### src/rtl/pipeline_hazard_ctrl.sv
// pipeline_hazard_ctrl: pipeline load/flush/PC sequencing with stall and redirect counters
module pipeline_hazard_ctrl #(
  parameter int CNT_W = 32
) (
  input  logic             clk,
  input  logic             rst,
  input  logic             imem_read,
  input  logic             icache_resp,
  input  logic             dmem_req,
  input  logic             dcache_resp,
  input  logic             exe_valid,
  input  logic             exe_is_br,
  input  logic             exe_is_jal,
  input  logic             exe_is_jalr,
  input  logic             br_en,
  input  logic             exe_is_load,
  input  logic [4:0]       exe_rd,
  input  logic             dec_valid,
  input  logic [4:0]       dec_rs1,
  input  logic [4:0]       dec_rs2,
  input  logic             dec_use_rs1,
  input  logic             dec_use_rs2,
  output logic             load_pc,
  output logic [1:0]       pcmux_sel,
  output logic             fet_dec_load,
  output logic             dec_exe_load,
  output logic             exe_mem_load,
  output logic             mem_wb_load,
  output logic             fet_dec_flush,
  output logic             dec_exe_flush,
  output logic [CNT_W-1:0] stall_cycles,
  output logic [CNT_W-1:0] flush_count
);
  localparam logic [1:0] INIT = 2'd0, RUN = 2'd1, MEM_WAIT = 2'd2;
  logic [1:0] state, state_n;
  logic in_init, miss, redirect, hazard, take_redirect;
  assign in_init = ~rst | (state == INIT);
  assign miss = (imem_read & ~icache_resp) | (dmem_req & ~dcache_resp);
  assign redirect = exe_valid & (exe_is_jal | exe_is_jalr | (exe_is_br & br_en));
  assign hazard = exe_valid & exe_is_load & (exe_rd != 5'd0) & dec_valid &
                  ((dec_use_rs1 & (dec_rs1 == exe_rd)) | (dec_use_rs2 & (dec_rs2 == exe_rd)));
  assign take_redirect = ~in_init & ~miss & redirect;
  // Priority: init bubbles, miss freeze, redirect, load-use bubble, normal advance
  always_comb begin
    load_pc = 1'b1;
    pcmux_sel = 2'd0;
    fet_dec_load = 1'b1;
    dec_exe_load = 1'b1;
    exe_mem_load = 1'b1;
    mem_wb_load = 1'b1;
    fet_dec_flush = 1'b0;
    dec_exe_flush = 1'b0;
    state_n = RUN;
    if (in_init || miss) begin
      load_pc = 1'b0;
      fet_dec_load = 1'b0;
      dec_exe_load = 1'b0;
      exe_mem_load = 1'b0;
      mem_wb_load = 1'b0;
      fet_dec_flush = in_init;
      dec_exe_flush = in_init;
      state_n = in_init ? RUN : MEM_WAIT;
    end else if (redirect) begin
      pcmux_sel = exe_is_jalr ? 2'd2 : 2'd1;
      fet_dec_flush = 1'b1;
      dec_exe_flush = 1'b1;
    end else if (hazard) begin
      load_pc = 1'b0;
      fet_dec_load = 1'b0;
      dec_exe_flush = 1'b1;
    end
  end
  // State register and saturating stall/redirect counters
  always_ff @(posedge clk) begin
    if (!rst) begin
      state <= INIT;
      stall_cycles <= '0;
      flush_count <= '0;
    end else begin
      state <= state_n;
      if (!in_init && !load_pc && !(&stall_cycles)) stall_cycles <= stall_cycles + 1'b1;
      if (take_redirect && !(&flush_count)) flush_count <= flush_count + 1'b1;
    end
  end
endmodule

### config.mk
export PLATFORM = sky130hd
export DESIGN_NAME = pipeline_hazard_ctrl
export DESIGN_NICKNAME = d
export VERILOG_FILES = /design/src/rtl/pipeline_hazard_ctrl.sv
export SDC_FILE = /design/constraint.sdc
export NUM_CORES = 1
export LEC_CHECK = 0
export ABC_AREA = 1
export CAP_MARGIN = 10
export CORE_ASPECT_RATIO = 1.5
export CORE_MARGIN = 2
export CORE_UTILIZATION = 55
export CTS_CLUSTER_SIZE = 30
export DETAILED_ROUTE_END_ITERATION = 12
export PLACE_DENSITY = 0.95
export SLEW_MARGIN = 10
export SYNTH_ARGS = -nofsm -noshare
export SYNTH_HDL_FRONTEND = slang
export SYNTH_SLANG_ARGS = --single-unit
### constraint.sdc
create_clock -name clk -period 6.9 [get_ports clk]
set_input_delay 2.07 -clock clk [delete_from_list [all_inputs] [get_ports clk]]
set_output_delay 2.07 -clock clk [all_outputs]
set_load 0.02 [all_outputs]
==> summary.txt, run 1 <==
Yosys
  • Yosys top cell area share: 29.7%
  • Mapped Area: 4450 um^2
  • Synthesized net count: 762
  • Synth cell types: 34
  • Most frequent cell after synthesis: nand2_1
  • EDFF count, synth: 0
  • Post-Syn Instances: 730
  • Largest cells by area after synthesis: dfxtp_1 30%, nand2_1 19%, nor2_1 8.6%, inv_1 7.7%, nand4_1 6.6%
  • #FFs+latches synth: 66
  • Commonest cells post-synth: 222 x nand2_1, 102 x nor2_1, 91 x inv_1
  • Sequential share of the synthesized area: 29.7%
  • FFs w/ async S/R, synth: 0%
  • Synth warn: 0
  • Syn_area_per_cell: 6.10 um^2
  • Ys flop type: dfxtp_1
  • Cell taking the most area after synthesis: dfxtp_1

Clock tree
  • Num Clock Sinks: 66
  • Root buffer cell: clkbuf_16
  • Worst-Skew Late Latency: 340 ps
  • Clk slew on worst S/H paths: 50 ps
  • CTS tree: built
  • Postcts setup bufs: 0
  • Resize count post-CTS: 0
  • CTS Buf Count: 9
  • Post-CTS Hold Fix Bufs: 0
  • H-Tree Depth: 3
  • Worst-case clock buffer depth: 2

Timing
  • Setup violators final: 0
  • Worst Max-Slew Pin Slew: 847 ps
  • Setup TNS: 0 ps
  • Slew headroom: 43.2%
  • Final hold vios: 0
  • RSZ-0062 raised after global routing: false
  • Achievable Freq: 0.165 GHz
  • Period utilisation layout: 88.0%
  • Max Slew Vio Count: 0
  • Final Skew: 6.92 ps
  • Min Tclk post-route: 6070 ps

Placed design
  • Port Buf Inserts: 102
  • DP HPWL: 9380 um
  • Routability congestion estimate: 0.922
  • Placed cells: 914

Run
  • Max Cap Viol: 0

Worst setup path
  • Required time of the critical path: 4830 ps
  • Critical setup path kind: in2out
  • Critical Path AT: 4000 ps
  • Crit path max fanout: 16
  • Worst setup SP type: primary input
  • CP endpoint kind: primary output

Die
  • Die height: 114 um
  • Initial core utilization: 55.9%
  • Core area: 7960 um^2
  • Row cnt: 40
  • Die Wd: 77.5 um
  • Io pins: 103
  • Die Area: 8840 um^2

Routing
  • DR vias: 5054
  • DR WL/cell: 13.8 um
  • Routed WL: 12700 um
  • DRC viols: 0
  • Starting DRT DRC Count: 321
  • Via density: 5.46
  • Initial DRT Pass Iterations: 5
  • Antenna viol nets, final: 0

Power and ir drop
  • Leak Pwr: 0.00221 uW
  • Max VDD drop: 0.148 mV
  • PwrDens: 155 nW/um^2

Cells and area
  • Ant diodes: 0
  • Final-layout fill cell count: 659
  • Final Non-Filler Cells: 926
  • Layout Nets: 852
  • Share of cells above drive strength 1: 5.60%
  • Area growth, synth to finish: 28.9%

GRT
  • Total grt overflow: 0
  • Largest net degree at the start of global routing: 51
  • GR Util All Layers: 29.2%
  • Vias in the first global route: 4778
  • Initial antenna violation count: 0
  • First-pass GRT wire length: 20800 um

Hold path
  • Worst Hold Class: reg2reg

Run status
  • Status: finished, final reports clean
==> final timing paths <==
path	startpoint	endpoint	slack [ps]	depth (start not counted)
setup reg to reg	state[1]	stall_cycles[15]	4500	6
setup / recovery	rst	pcmux_sel[0]	830	9
hold reg to reg	stall_cycles[1]	stall_cycles[1]	520	2
hold / removal	stall_cycles[1]	stall_cycles[1]	520	2
==> registers in the layout (all words and copies together), names as in the netlist <==
| signal | flops |
|---|---|
| flush_count | 32 |
| stall_cycles | 32 |
| state | 2 |
==> area by class of cell <==
class,instances,area [um^2],area share (%)
Timing Repair Buffer,106,1050,18.3
Multi-Input combinational cell,540,2610,45.4
Inverter,97,364,6.34
Sequential cell,66,1320,23.0
Tap cell,105,131,2.29
Clock buffer,12,267,4.64
==> metal layers <==
metal	global-route usage, %	up-vias	part of all wire [%]
met2	54.1	205	53
met5	0	-	0
met1	29.0	2300	36
met4	21.4	0	6.0
li1	-	2479	-
met3	4.81	70	4.7
==> kinds of logic after synthesis <==
logic type / synth area share (%)
simple gates: 46.7
buf+inv: 11.8
flops: 29.7
compound gates: 5.17
xor+xnor: 6.10
fa+ha+maj: 0.562
==> placed cells by master, fill, tap and decap left out, drive strengths merged <==
cell           count
and3               2
nor2b              1
nand2            227
or3                1
nand4             47
dfxtp             66
nand3             42
clkbuf            12
nor3              20
o22ai              1
o21ai              9
nor3b              1
or2                1
xor2              18
clkdlybuf4s50    102
nand3b             4
a21oi             35
clkinv             2
inv               95
nor2             114
xnor2             13
and2               2
ha                 2
buf                4
==> through the flow <==
| stage | hold slack, ps | cell area, um^2 | setup WS (ps) | power [uW] | util [%] |
|---|---|---|---|---|---|
| final | 517 | 5740 | 831 | 890 | 72.1 |
| after floorplan | 551 | 4450 | 1700 | 443 | - |
| after global routing | 544 | 5740 | 715 | 912 | 72.1 |
| after global placement | 487 | 5470 | 869 | 474 | 68.8 |
| after detailed placement | 502 | 5470 | 835 | 478 | 68.8 |
| after CTS | 510 | 5740 | 830 | 892 | 72.1 |
==> power by group <==
group / total [uW] / switching, uW / leakage, uW / internal (uW)
Combinational: 83.9 / 50.4 / 0.00155 / 33.5
Sequential: 387 / 2.44 / 0.000532 / 384
Clock: 419 / 155 / 0.000132 / 264
==> critical path, cell delays in order <==
cell and delay [ps]:
clkdlybuf4s50_1 450, buf_4 230, o21ai_2 130, nor2_4 170, inv_2 70, nor2_4 130
inv_1 60, nor2_1 80, clkdlybuf4s50_1 600
Power figures use the tool's default switching activity.
==> inputs of run 2 (changes only) <==
- ABC_AREA: 1 -> unset
- CORE_UTILIZATION: 55 -> 51
- PLACE_DENSITY: 0.95 -> 0.94
- SKIP_LAST_GASP: unset -> 1
==> summary.txt, run 2 <==
Run status
  • Status: finished, final reports clean

Cells and area
  • Area growth, synth to finish: 35.2%
  • Final-layout fill cell count: 523
  • Fin util: 70.4%
  • Most common cell after layout, fill and taps aside: clkdlybuf4s50_1
  • Share of cells above drive strength 1: 6.15%
  • Most frequent cells in the layout: 101 x clkdlybuf4s50_1, 66 x dfxtp_1, 37 x and2_1
  • Ant diodes: 0
  • Largest regs: flush_count: 32 flops, stall_cycles: 32 flops, state: 2 flops
  • Layout Nets: 531
  • Seq. cell area: 1320 um^2
  • Area of the multi-input gates: 2070 um^2
  • Design area: 4760 um^2

Routing
  • Starting DRT DRC Count: 203
  • DRC viols: 0
  • Initial DRT Pass Iterations: 6
  • Via density: 5.95
  • Routed WL: 9230 um
  • DR WL/cell: 15.9 um
  • Antenna viol nets, final: 0
  • DR vias: 3463

Yosys
  • Largest cells by area after synthesis: dfxtp_1 38%, xnor2_1 9.0%, and2_1 6.6%, nand4_1 4.3%, nand3_1 4.1%
  • Sequential share of the synthesized area: 37.5%
  • Synth warn: 0
  • Adder-cell area share of the yosys netlist: 0.711%
  • Most frequent cell after synthesis: dfxtp_1
  • Yosys top cell area share: 37.5%
  • Compound-Gate Fraction of Synth Area: 11.0%
  • Ys flop type: dfxtp_1
  • Largest family of logic cells by synthesized area: simple AND/OR/NAND/NOR gates
  • FFs w/ async S/R, synth: 0%
  • Mux contribution to synthesized area: 2.28%
  • Mapped Area: 3520 um^2
  • Synthesized-area fraction occupied by xor and xnor cells: 10.9%
  • Synth Area in Simple Gates: 34.0%
  • Syn_area_per_cell: 8.76 um^2
  • #FFs+latches synth: 66
  • Cell taking the most area after synthesis: dfxtp_1
  • Synthesized net count: 434
  • EDFF count, synth: 0
  • Post-Syn Instances: 402
  • Synth cell types: 54
  • Commonest cells post-synth: 66 x dfxtp_1, 37 x and2_1, 36 x xnor2_1

Worst setup path
  • Required time of the critical path: 4830 ps
  • Critical-path cell list: clkdlybuf4s50_1 > or4_1 > o2111ai_1 > nand2b_1 > o21a_1 > clkdlybuf4s50_1
  • CP endpoint kind: primary output
  • Critical setup path kind: in2out
  • Crit path max fanout: 3
  • CP max-delay cell: clkdlybuf4s50_1
  • Worst setup SP type: primary input
  • Largest stage delay, worst path: 610 ps
  • CP most frequent cell: clkdlybuf4s50_1
  • Critical Path AT: 4260 ps

Timing
  • Period utilisation layout: 91.7%
  • Setup violators final: 0
  • Min Tclk post-route: 6330 ps
  • Worst Max-Slew Pin Slew: 702 ps
  • Max Slew Vio Count: 0
  • Slew headroom: 52.8%
  • Setup TNS: 0 ps
  • Achievable Freq: 0.158 GHz
  • Final hold vios: 0
  • RSZ-0062 raised after global routing: false
  • Final Skew: 12.7 ps

Power and ir drop
  • Max VDD drop: 0.176 mV
  • PwrDens: 164 nW/um^2
  • Final Power: 778 uW
  • Leak Pwr: 0.00164 uW

Clock tree
  • Worst-case clock buffer depth: 2
  • CTS tree: built
  • Resize count post-CTS: 0
  • Clk slew on worst S/H paths: 90 ps
  • Postcts setup bufs: 0
  • Worst-Skew Late Latency: 350 ps
  • Root buffer cell: clkbuf_8
  • Num Clock Sinks: 66
  • CTS Buf Count: 9
  • H-Tree Depth: 3
  • Post-CTS Hold Fix Bufs: 0

Die
  • Die Wd: 71.8 um
  • Io pins: 103
  • Die height: 106 um
  • Row cnt: 37
  • Core area: 6760 um^2
  • Initial core utilization: 52.1%
  • Die Area: 7600 um^2

GRT
  • First-pass GRT wire length: 15000 um
  • Vias in the first global route: 3347
  • GR Util All Layers: 24.1%
  • Initial antenna violation count: 0
  • Largest net degree at the start of global routing: 69
  • Total grt overflow: 0

Placed design
  • DP HPWL: 6750 um
  • Port Buf Inserts: 102
  • Dpl cell area: 4550 um^2
  • Routability congestion estimate: 0.884

Hold path
  • Worst Hold Class: reg2reg

Run
  • Max Cap Viol: 0
run 2: critical path: cells and delay by family:
family / cells / cell delay, ps
AO/OA/AOI/OAI: 2 / 380
buffers and inverters: 2 / 1080
AND/OR/NAND/NOR: 2 / 730
run 2: layout make-up:
class | count | share of cell area [%]
Inverter | 8 | 0.631
Tap cell | 78 | 2.05
Sequential cell | 66 | 27.8
Timing Repair Buffer | 104 | 21.7
Clock inverter | 7 | 1.66
Multi-Input combinational cell | 310 | 43.6
Clock buffer | 9 | 2.60
run 2: worst paths after layout:
kind                    from  cells past startpoint  slack (ps)               end
max reg2reg  stall_cycles[3]                      7        4180  stall_cycles[21]
min reg2reg  flush_count[23]                      2         500   flush_count[23]
max                exe_rd[1]                      6         570           load_pc
min          flush_count[23]                      2         500   flush_count[23]
run 2: kinds of logic after synthesis:
| family | Yosys count |
|---|---|
| xor+xnor | 44 |
| fa+ha+maj | 2 |
| compound gates | 54 |
| mux | 8 |
| flops | 66 |
| simple gates | 202 |
| buf+inv | 26 |
run 2: per-stage QoR:
step | worst slack [ps] | hold slack (ps) | cells
3_5_place_dp | 576 | 491 | 566
3_3_place_gp | 675 | 477 | 566
4_1_cts | 568 | 504 | 582
6_report | 570 | 501 | 582
5_1_grt | 501 | 538 | 582
2_1_floorplan | 1330 | 555 | 402
run 2: per-layer routing:
metal  routed length, um  track usage (%)  share of wire [%]
met5                   0                0                  0
met3                 457             4.59                5.0
met4                 308             12.7                3.3
met1                3540             25.7                 38
met2                4920             43.7                 53
run 2: power breakdown:
part / switching, uW / internal, uW / total [uW] / leakage [uW]
Clock: 165 / 169 / 334 / 0.0000921
Sequential: 1.65 / 382 / 384 / 0.000532
Combinational: 28.0 / 31.7 / 59.8 / 0.00102
